===== config.mk =====
export PLATFORM = sky130hd
export DESIGN_NAME = ahb_sram_slave
export DESIGN_NICKNAME = d
export VERILOG_FILES = /design/src/rtl/ahb_sram_slave.sv
export SDC_FILE = /design/constraint.sdc
export NUM_CORES = 1
export LEC_CHECK = 0
export ABC_CLOCK_PERIOD_IN_PS = 1300
export CAP_MARGIN = 20
export CORE_MARGIN = 2
export CORE_UTILIZATION = 38
export DETAILED_ROUTE_END_ITERATION = 16
export PLACE_DENSITY = 0.77
export SETUP_SLACK_MARGIN = 0.05
export SKIP_CTS_REPAIR_TIMING = 1
export SYNTH_ARGS = -nofsm -noshare
export SYNTH_HDL_FRONTEND = slang
export SYNTH_SLANG_ARGS = --single-unit
export TNS_END_PERCENT = 100

===== constraint.sdc =====
create_clock -name clk -period 1.3 [get_ports clk]
set_input_delay 0.13 -clock clk [delete_from_list [all_inputs] [get_ports clk]]
set_output_delay 0.13 -clock clk [all_outputs]
set_load 0.05 [all_outputs]

===== src/rtl/ahb_sram_slave.sv =====
// ---------------------------------------------------------------------------
// ahb_sram_slave
//
// AHB-Lite responder in front of a simple dual-port synchronous SRAM
// (separate read/write word addresses, one-cycle read latency, byte-enabled
// writes). Address phases are decoded when the bus handshake completes.
// Each accepted transfer then gets WAIT_STATES wait cycles followed by one
// ready cycle. Writes are committed to the SRAM in that ready cycle.
// A read accepted in the same cycle as a write to the same word sees the
// written bytes forwarded into its result.
//
// Optional feature macro: AHB_SRAM_RANGE_CHECK_EN
//   defined   : illegal-size, misaligned and out-of-window transfers get a
//               two-cycle ERROR response (states ERR1/ERR2).
//   undefined : every transfer is OKAY. Sizes above word are treated as
//               word, low address bits are forced to the natural alignment,
//               and addresses wrap modulo the window.
//
// Parameters
//   ADDR_WIDTH  : SRAM word-address bits (window = 4 << ADDR_WIDTH bytes)
//   BASE_ADDR   : byte base of the window, aligned to the window size
//   WAIT_STATES : HREADYOUT-low cycles at the start of each data phase (0..7)
//
// Ports
//   clk, rst_n                     clock, asynchronous active-low reset
//   HSEL/HADDR/HWRITE/HSIZE/HTRANS AHB address phase
//   HBURST/HMASTLOCK               accepted but unused
//   HWDATA                         AHB data-phase write data
//   HREADYIN                       bus-level HREADY
//   HRDATA/HREADYOUT/HRESP         AHB data-phase response
//   mem_rdaddr/mem_rden/mem_rdata  SRAM read port (data one cycle after rden)
//   mem_wraddr/mem_wdata/
//   mem_byteena/mem_wren           SRAM write port
// ---------------------------------------------------------------------------
module ahb_sram_slave #(
    parameter int          ADDR_WIDTH  = 12,
    parameter logic [31:0] BASE_ADDR   = 32'h2000_0000,
    parameter int          WAIT_STATES = 0
) (
    input  logic                  clk,
    input  logic                  rst_n,
    input  logic                  HSEL,
    input  logic [31:0]           HADDR,
    input  logic                  HWRITE,
    input  logic [2:0]            HSIZE,
    input  logic [1:0]            HTRANS,
    input  logic [2:0]            HBURST,
    input  logic                  HMASTLOCK,
    input  logic [31:0]           HWDATA,
    input  logic                  HREADYIN,
    output logic [31:0]           HRDATA,
    output logic                  HREADYOUT,
    output logic [1:0]            HRESP,
    output logic [ADDR_WIDTH-1:0] mem_rdaddr,
    output logic                  mem_rden,
    input  logic [31:0]           mem_rdata,
    output logic [ADDR_WIDTH-1:0] mem_wraddr,
    output logic [31:0]           mem_wdata,
    output logic [3:0]            mem_byteena,
    output logic                  mem_wren
);

    // First byte-address bit above the window.
    localparam int TAG_LSB = ADDR_WIDTH + 2;

    // The counter is loaded with WAIT_STATES-1 so that the WAIT state is
    // occupied exactly WAIT_STATES cycles.
    localparam logic [2:0] WAIT_LOAD = (WAIT_STATES > 0) ? 3'(WAIT_STATES - 1) : 3'd0;

    localparam logic [1:0] RESP_OKAY  = 2'b00;
`ifdef AHB_SRAM_RANGE_CHECK_EN
    localparam logic [1:0] RESP_ERROR = 2'b01;

    typedef enum logic [2:0] {
        ST_IDLE,
        ST_WAIT,
        ST_DATA,
        ST_ERR1,
        ST_ERR2
    } state_t;
`else
    typedef enum logic [1:0] {
        ST_IDLE,
        ST_WAIT,
        ST_DATA
    } state_t;
`endif

    // -----------------------------------------------------------------------
    // State
    // -----------------------------------------------------------------------
    state_t                  state_q,    state_d;
    logic [2:0]              wait_cnt_q, wait_cnt_d;
    logic                    rd_q,       rd_d;       // read data phase active
    logic                    wr_q,       wr_d;       // write data phase active
    logic                    first_q,    first_d;    // first cycle of a data phase
    logic [ADDR_WIDTH-1:0]   wraddr_q,   wraddr_d;
    logic [3:0]              byteena_q,  byteena_d;
    logic [3:0]              fwd_mask_q, fwd_mask_d; // lanes overridden by a forwarded write
    logic [31:0]             fwd_data_q, fwd_data_d;
    logic [31:0]             rdata_q,    rdata_d;

    // -----------------------------------------------------------------------
    // Address-phase decode
    // -----------------------------------------------------------------------
    logic                  bus_accept;
    logic                  phase_open;
    logic                  take;
    logic                  legal_take;
    logic [2:0]            size_eff;
    logic [1:0]            lane_addr;
    logic [3:0]            lanes;
    logic [ADDR_WIDTH-1:0] word_addr;
    logic [31:0]           merged_rdata;
    logic                  unused_inputs;

    assign bus_accept = HSEL && HREADYIN && HTRANS[1];
    // New address phases are only taken when no data phase is stalling;
    // anything sampled in ERR2 is dropped and must be re-issued.
    assign phase_open = (state_q == ST_IDLE) || (state_q == ST_DATA);
    assign take       = bus_accept && phase_open;
    assign word_addr  = HADDR[ADDR_WIDTH+1:2];

`ifdef AHB_SRAM_RANGE_CHECK_EN
    logic addr_err;
    logic err_take;

    assign size_eff  = HSIZE;
    assign lane_addr = HADDR[1:0];
    assign addr_err  = (HSIZE > 3'd2)
                    || ((HSIZE == 3'd2) && (HADDR[1:0] != 2'b00))
                    || ((HSIZE == 3'd1) && HADDR[0])
                    || (HADDR[31:TAG_LSB] != BASE_ADDR[31:TAG_LSB]);
    assign legal_take = take && !addr_err;
    assign err_take   = take && addr_err;
    assign unused_inputs = ^{HBURST, HMASTLOCK, HTRANS[0]};
`else
    // Without checking, oversize transfers become words and the low address
    // bits are dropped to the natural alignment of the size.
    assign size_eff  = (HSIZE > 3'd2) ? 3'd2 : HSIZE;
    assign lane_addr = (size_eff == 3'd2) ? 2'b00 :
                       (size_eff == 3'd1) ? {HADDR[1], 1'b0} : HADDR[1:0];
    assign legal_take = take;
    assign unused_inputs = ^{HBURST, HMASTLOCK, HTRANS[0], HADDR[31:TAG_LSB]};
`endif

    always_comb begin
        case (size_eff)
            3'd0:    lanes = 4'b0001 << lane_addr;
            3'd1:    lanes = 4'b0011 << {lane_addr[1], 1'b0};
            default: lanes = 4'b1111;
        endcase
    end

    // -----------------------------------------------------------------------
    // SRAM ports
    // -----------------------------------------------------------------------
    assign mem_rden    = legal_take && !HWRITE;
    assign mem_rdaddr  = mem_rden ? word_addr : '0;
    assign mem_wren    = (state_q == ST_DATA) && wr_q;
    assign mem_wraddr  = wraddr_q;
    assign mem_byteena = mem_wren ? byteena_q : 4'b0000;
    assign mem_wdata   = mem_wren ? HWDATA : 32'd0;

    // Lanes written in the read's accept cycle replace the (stale) SRAM lanes.
    for (genvar gi = 0; gi < 4; gi++) begin : g_merge
        assign merged_rdata[8*gi +: 8] = fwd_mask_q[gi] ? fwd_data_q[8*gi +: 8]
                                                        : mem_rdata[8*gi +: 8];
    end

    // SRAM data is only valid in the first data-phase cycle; later cycles
    // (wait states stretching into DATA) replay the captured copy.
    assign HRDATA = rd_q ? (first_q ? merged_rdata : rdata_q) : 32'd0;

    // -----------------------------------------------------------------------
    // Next-state / response logic
    // -----------------------------------------------------------------------
    always_comb begin
        state_d    = state_q;
        wait_cnt_d = wait_cnt_q;
        rd_d       = rd_q;
        wr_d       = wr_q;
        first_d    = 1'b0;
        wraddr_d   = wraddr_q;
        byteena_d  = byteena_q;
        fwd_mask_d = fwd_mask_q;
        fwd_data_d = fwd_data_q;
        rdata_d    = rdata_q;
        HREADYOUT  = 1'b1;
        HRESP      = RESP_OKAY;

        if (first_q && rd_q) begin
            rdata_d = merged_rdata;
        end

        case (state_q)
            ST_WAIT: begin
                HREADYOUT = 1'b0;
                if (wait_cnt_q == 3'd0) begin
                    state_d = ST_DATA;
                end else begin
                    wait_cnt_d = wait_cnt_q - 3'd1;
                end
            end
`ifdef AHB_SRAM_RANGE_CHECK_EN
            ST_ERR1: begin
                HREADYOUT = 1'b0;
                HRESP     = RESP_ERROR;
                state_d   = ST_ERR2;
            end
            ST_ERR2: begin
                HRESP   = RESP_ERROR;
                state_d = ST_IDLE;
                rd_d    = 1'b0;
                wr_d    = 1'b0;
            end
`endif
            default: begin
                // IDLE or the completing DATA cycle: the current data phase
                // ends here, and whatever is sampled now starts the next one.
                state_d = ST_IDLE;
                rd_d    = 1'b0;
                wr_d    = 1'b0;
                if (legal_take) begin
                    state_d    = (WAIT_STATES > 0) ? ST_WAIT : ST_DATA;
                    wait_cnt_d = WAIT_LOAD;
                    rd_d       = !HWRITE;
                    wr_d       = HWRITE;
                    first_d    = 1'b1;
                    if (HWRITE) begin
                        wraddr_d  = word_addr;
                        byteena_d = lanes;
                    end else begin
                        // The SRAM returns the pre-write word when read and
                        // written together, so remember what is being written.
                        fwd_mask_d = (mem_wren && (mem_wraddr == word_addr)) ? mem_byteena : 4'b0000;
                        fwd_data_d = HWDATA;
                    end
                end
`ifdef AHB_SRAM_RANGE_CHECK_EN
                else if (err_take) begin
                    state_d = ST_ERR1;
                end
`endif
            end
        endcase
    end

    always_ff @(posedge clk or negedge rst_n) begin
        if (!rst_n) begin
            state_q    <= ST_IDLE;
            wait_cnt_q <= 3'd0;
            rd_q       <= 1'b0;
            wr_q       <= 1'b0;
            first_q    <= 1'b0;
            wraddr_q   <= '0;
            byteena_q  <= 4'b0000;
            fwd_mask_q <= 4'b0000;
            fwd_data_q <= 32'd0;
            rdata_q    <= 32'd0;
        end else begin
            state_q    <= state_d;
            wait_cnt_q <= wait_cnt_d;
            rd_q       <= rd_d;
            wr_q       <= wr_d;
            first_q    <= first_d;
            wraddr_q   <= wraddr_d;
            byteena_q  <= byteena_d;
            fwd_mask_q <= fwd_mask_d;
            fwd_data_q <= fwd_data_d;
            rdata_q    <= rdata_d;
        end
    end

endmodule

==> flow_metrics.py <==
metrics = {
    "run_status": {
        "status": "complete, but fails checks",
        "violations": "setup timing",
    },
    "global_routing": {
        "grt_max_degree": 49,
        "grt_pass1_wl_microns": 22600,
        "grt_overflow": 0,
        "grt_usage": 0.219,
        "grt_pass1_vias": 4498,
        "antenna_found_initial": 0,
    },
    "route": {
        "drcViolationCount": 0,
        "wl_per_cell_microns": 20.6,
        "ant_nets": 0,
        "vias": 4671,
        "drtIter0Drc": 317,
        "routed_wl_microns": 17800,
        "via_per_inst": 5.42,
        "first_pass_iters": 5,
    },
    "cts": {
        "cts_max_level": 3,
        "root_buffer": "clkbuf_16",
        "cts_made_buffers": 9,
        "cts_tree": "done",
        "insertion_delay_ns": 0.33,
        "numClockSinks": 87,
        "cts.reportedPaths.clkPinSlew_ns": 0.07,
        "clockBufferDepth": 2,
    },
    "die": {
        "die_w_microns": 113,
        "initial_utilization": 0.393,
        "die_area_sq_um": 12800,
        "io_pins": 207,
        "die_h_microns": 113,
        "rows": 39,
        "core_sq_um": 11600,
    },
    "pwr": {
        "power_density_nw_per_um2": 929,
        "p_int_mw": 5.90,
        "switching_share": 0.314,
        "seqPwrFrac": 0.414,
        "p_leak_nw": 3.83,
        "combPwrFrac": 0.298,
        "p_clk_frac": 0.289,
        "peakVddDrop_v": 0.000791,
        "switchingPower_mw": 2.70,
    },
    "synthesis": {
        "synth-main-ff-cell": "dfrtp_1",
        "syn-cell-area_sq_um": 4540,
        "synth_warnings": 0,
        "ys_top_cells_by_count": "nand2_1 (132), dfrtp_1 (87), and3_1 (36)",
        "ys_seq_area_frac": 0.479,
        "async_flop_share": 1.00,
        "avgSynthCellArea_sq_um": 9.27,
        "synth_top_area_share": 0.479,
        "synth_top_area_cell": "dfrtp_1",
        "synth.area.top_cells": "dfrtp_1 (48%), nand2_1 (11%), mux2i_1 (7.1%)",
        "synth.distinct_cells": 30,
        "ys_ff_latch": 87,
        "netlist_instances": 490,
        "synth_edf_count": 0,
        "yosysMostFrequentCell": "nand2_1",
    },
    "cells_and_area": {
        "nNetsFinal": 825,
        "layout-drive-gt1-share": 0.503,
        "syn_to_final_growth_pct": 104,
        "antenna_cells": 0,
        "fin_cells": 862,
    },
    "placed_design": {
        "dp.cells": 812,
        "io_buffers": 180,
        "place_ws_ns": -0.311,
        "gp_congestion": 0.777,
        "dp_hpwl_microns": 10500,
    },
    "sta": {
        "grt_setup_unrepaired": "true",
        "period_minus_slack_ns": 1.77,
        "fin_worst_skew_ns": 0.0111,
        "clock.fmax_ghz": 0.565,
        "hold_viol": 0,
        "setup_violations": 105,
        "fin_setup_tns_ns": -23.42,
        "fin_ws_ns": -0.471,
        "slew_violations": 0,
        "min_period_over_period": 1.36,
    },
    "worst_hold_path": {
        "holdPathStages": 2,
        "hold_path_class": "input port to register",
    },
    "critical_path": {
        "start_kind": "register",
        "crit_fanout": 4,
        "setup.worst_path.end_class": "primary output",
        "critPathArrivalTime_ns": 1.64,
        "worst-setup-path-type": "register to primary output",
        "rr_worst_depth": 6,
        "crit_required_ns": 1.17,
    },
    "flow_run": {
        "maxCapViolCount": 0,
    },
}
==> worst paths after layout <==
path                                from            end  slack (ns)
min in group asynchronous          rst_n  mem_wraddr[4]        0.26
setup / recovery           fwd_mask_q[3]     HRDATA[27]       -0.47
setup reg to reg              state_q[1]    rdata_q[21]       -0.09
max in group asynchronous          rst_n  fwd_data_q[8]        0.52
hold / removal                 HTRANS[1]     state_q[1]        0.13
hold reg to reg            fwd_data_q[6]  fwd_data_q[6]        0.49
==> critical path, cell delays in order, from the launching register on <==
cell and delay (ns):
dfrtp_2 0.40, buf_4 0.18, mux2i_1 0.27, nand2_1 0.14, o211a_4 0.18, buf_12 0.15
==> power by group through the flow <==
stage          sequential (mW)  combinational, mW  clock, mW
3_3_place_gp              3.46               2.18          0
2_1_floorplan             3.70              0.789          0
5_1_grt                   3.61               2.72       2.61
6_report                  3.56               2.56       2.48
3_5_place_dp              3.49               2.24          0
4_1_cts                   3.44               2.25       2.51
==> cell usage in the layout (no fill, tap or decap), drive strengths merged <==
cell / count
buf: 157
nand2: 132
dfrtp: 87
clkdlybuf4s50: 81
and3: 37
nor2: 34
a21oi: 33
o211a: 32
mux2i: 32
clkbuf: 21
and2: 15
mux2: 13
xnor2: 9
o21ai: 4
dlymetal6s2s: 4
a32o: 4
inv: 4
conb: 3
clkinv: 3
xor2: 3
a21boi: 2
nand4: 2
nand2b: 2
nor3: 1
nor4: 1
a21o: 1
clkinvlp: 1
dlygate4sd3: 1
==> area by class of cell <==
class	count	area, sq um
timing repair buffer	253	3730
sequential	87	2190
fill	632	2300
timing repair inverter	1	6.26
inverter	3	16.3
tap	143	179
multi-input combinational	360	2850
clock buffer	11	253
clock inverter	4	30.0
==> logic make-up (layout without fill, tap and decap cells) <==
group / after synthesis / in the layout / synth area share
simple gates: 223 / 224 / 0.221
buf+inv: 45 / 272 / 0.0471
other cells: 2 / 3 / 0.00165
flops: 87 / 87 / 0.479
xor+xnor: 12 / 12 / 0.0231
compound gates: 76 / 76 / 0.125
mux: 45 / 45 / 0.103
==> metal layers <==
metal	GRT usage	vias to the layer above	part of all wire
li1	-	2114	-
met1	0.268	2337	0.38
met2	0.390	190	0.53
met3	0.0439	30	0.064
met4	0.0642	0	0.024
met5	0	-	0
==> state kept, by name, summed over array words and instances, names as in the netlist <==
signal,flops
fwd_data_q,32
rdata_q,32
mem_wraddr,12
byteena_q,4
fwd_mask_q,4
rd_q,1
state_q,1
wr_q,1
==> stage by stage <==
stage | hold WS, ns | total power, mW | utilization | instance area, sq um
2_1_floorplan | -0.166 | 4.49 | - | 4660
3_3_place_gp | 0.0726 | 5.63 | 0.676 | 7820
6_report | 0.132 | 8.60 | 0.801 | 9260
4_1_cts | -0.281 | 8.21 | 0.701 | 8100
3_5_place_dp | 0.0748 | 5.74 | 0.676 | 7820
5_1_grt | 0.130 | 8.94 | 0.801 | 9260
No activity file was read; power rests on OpenSTA's default activity.
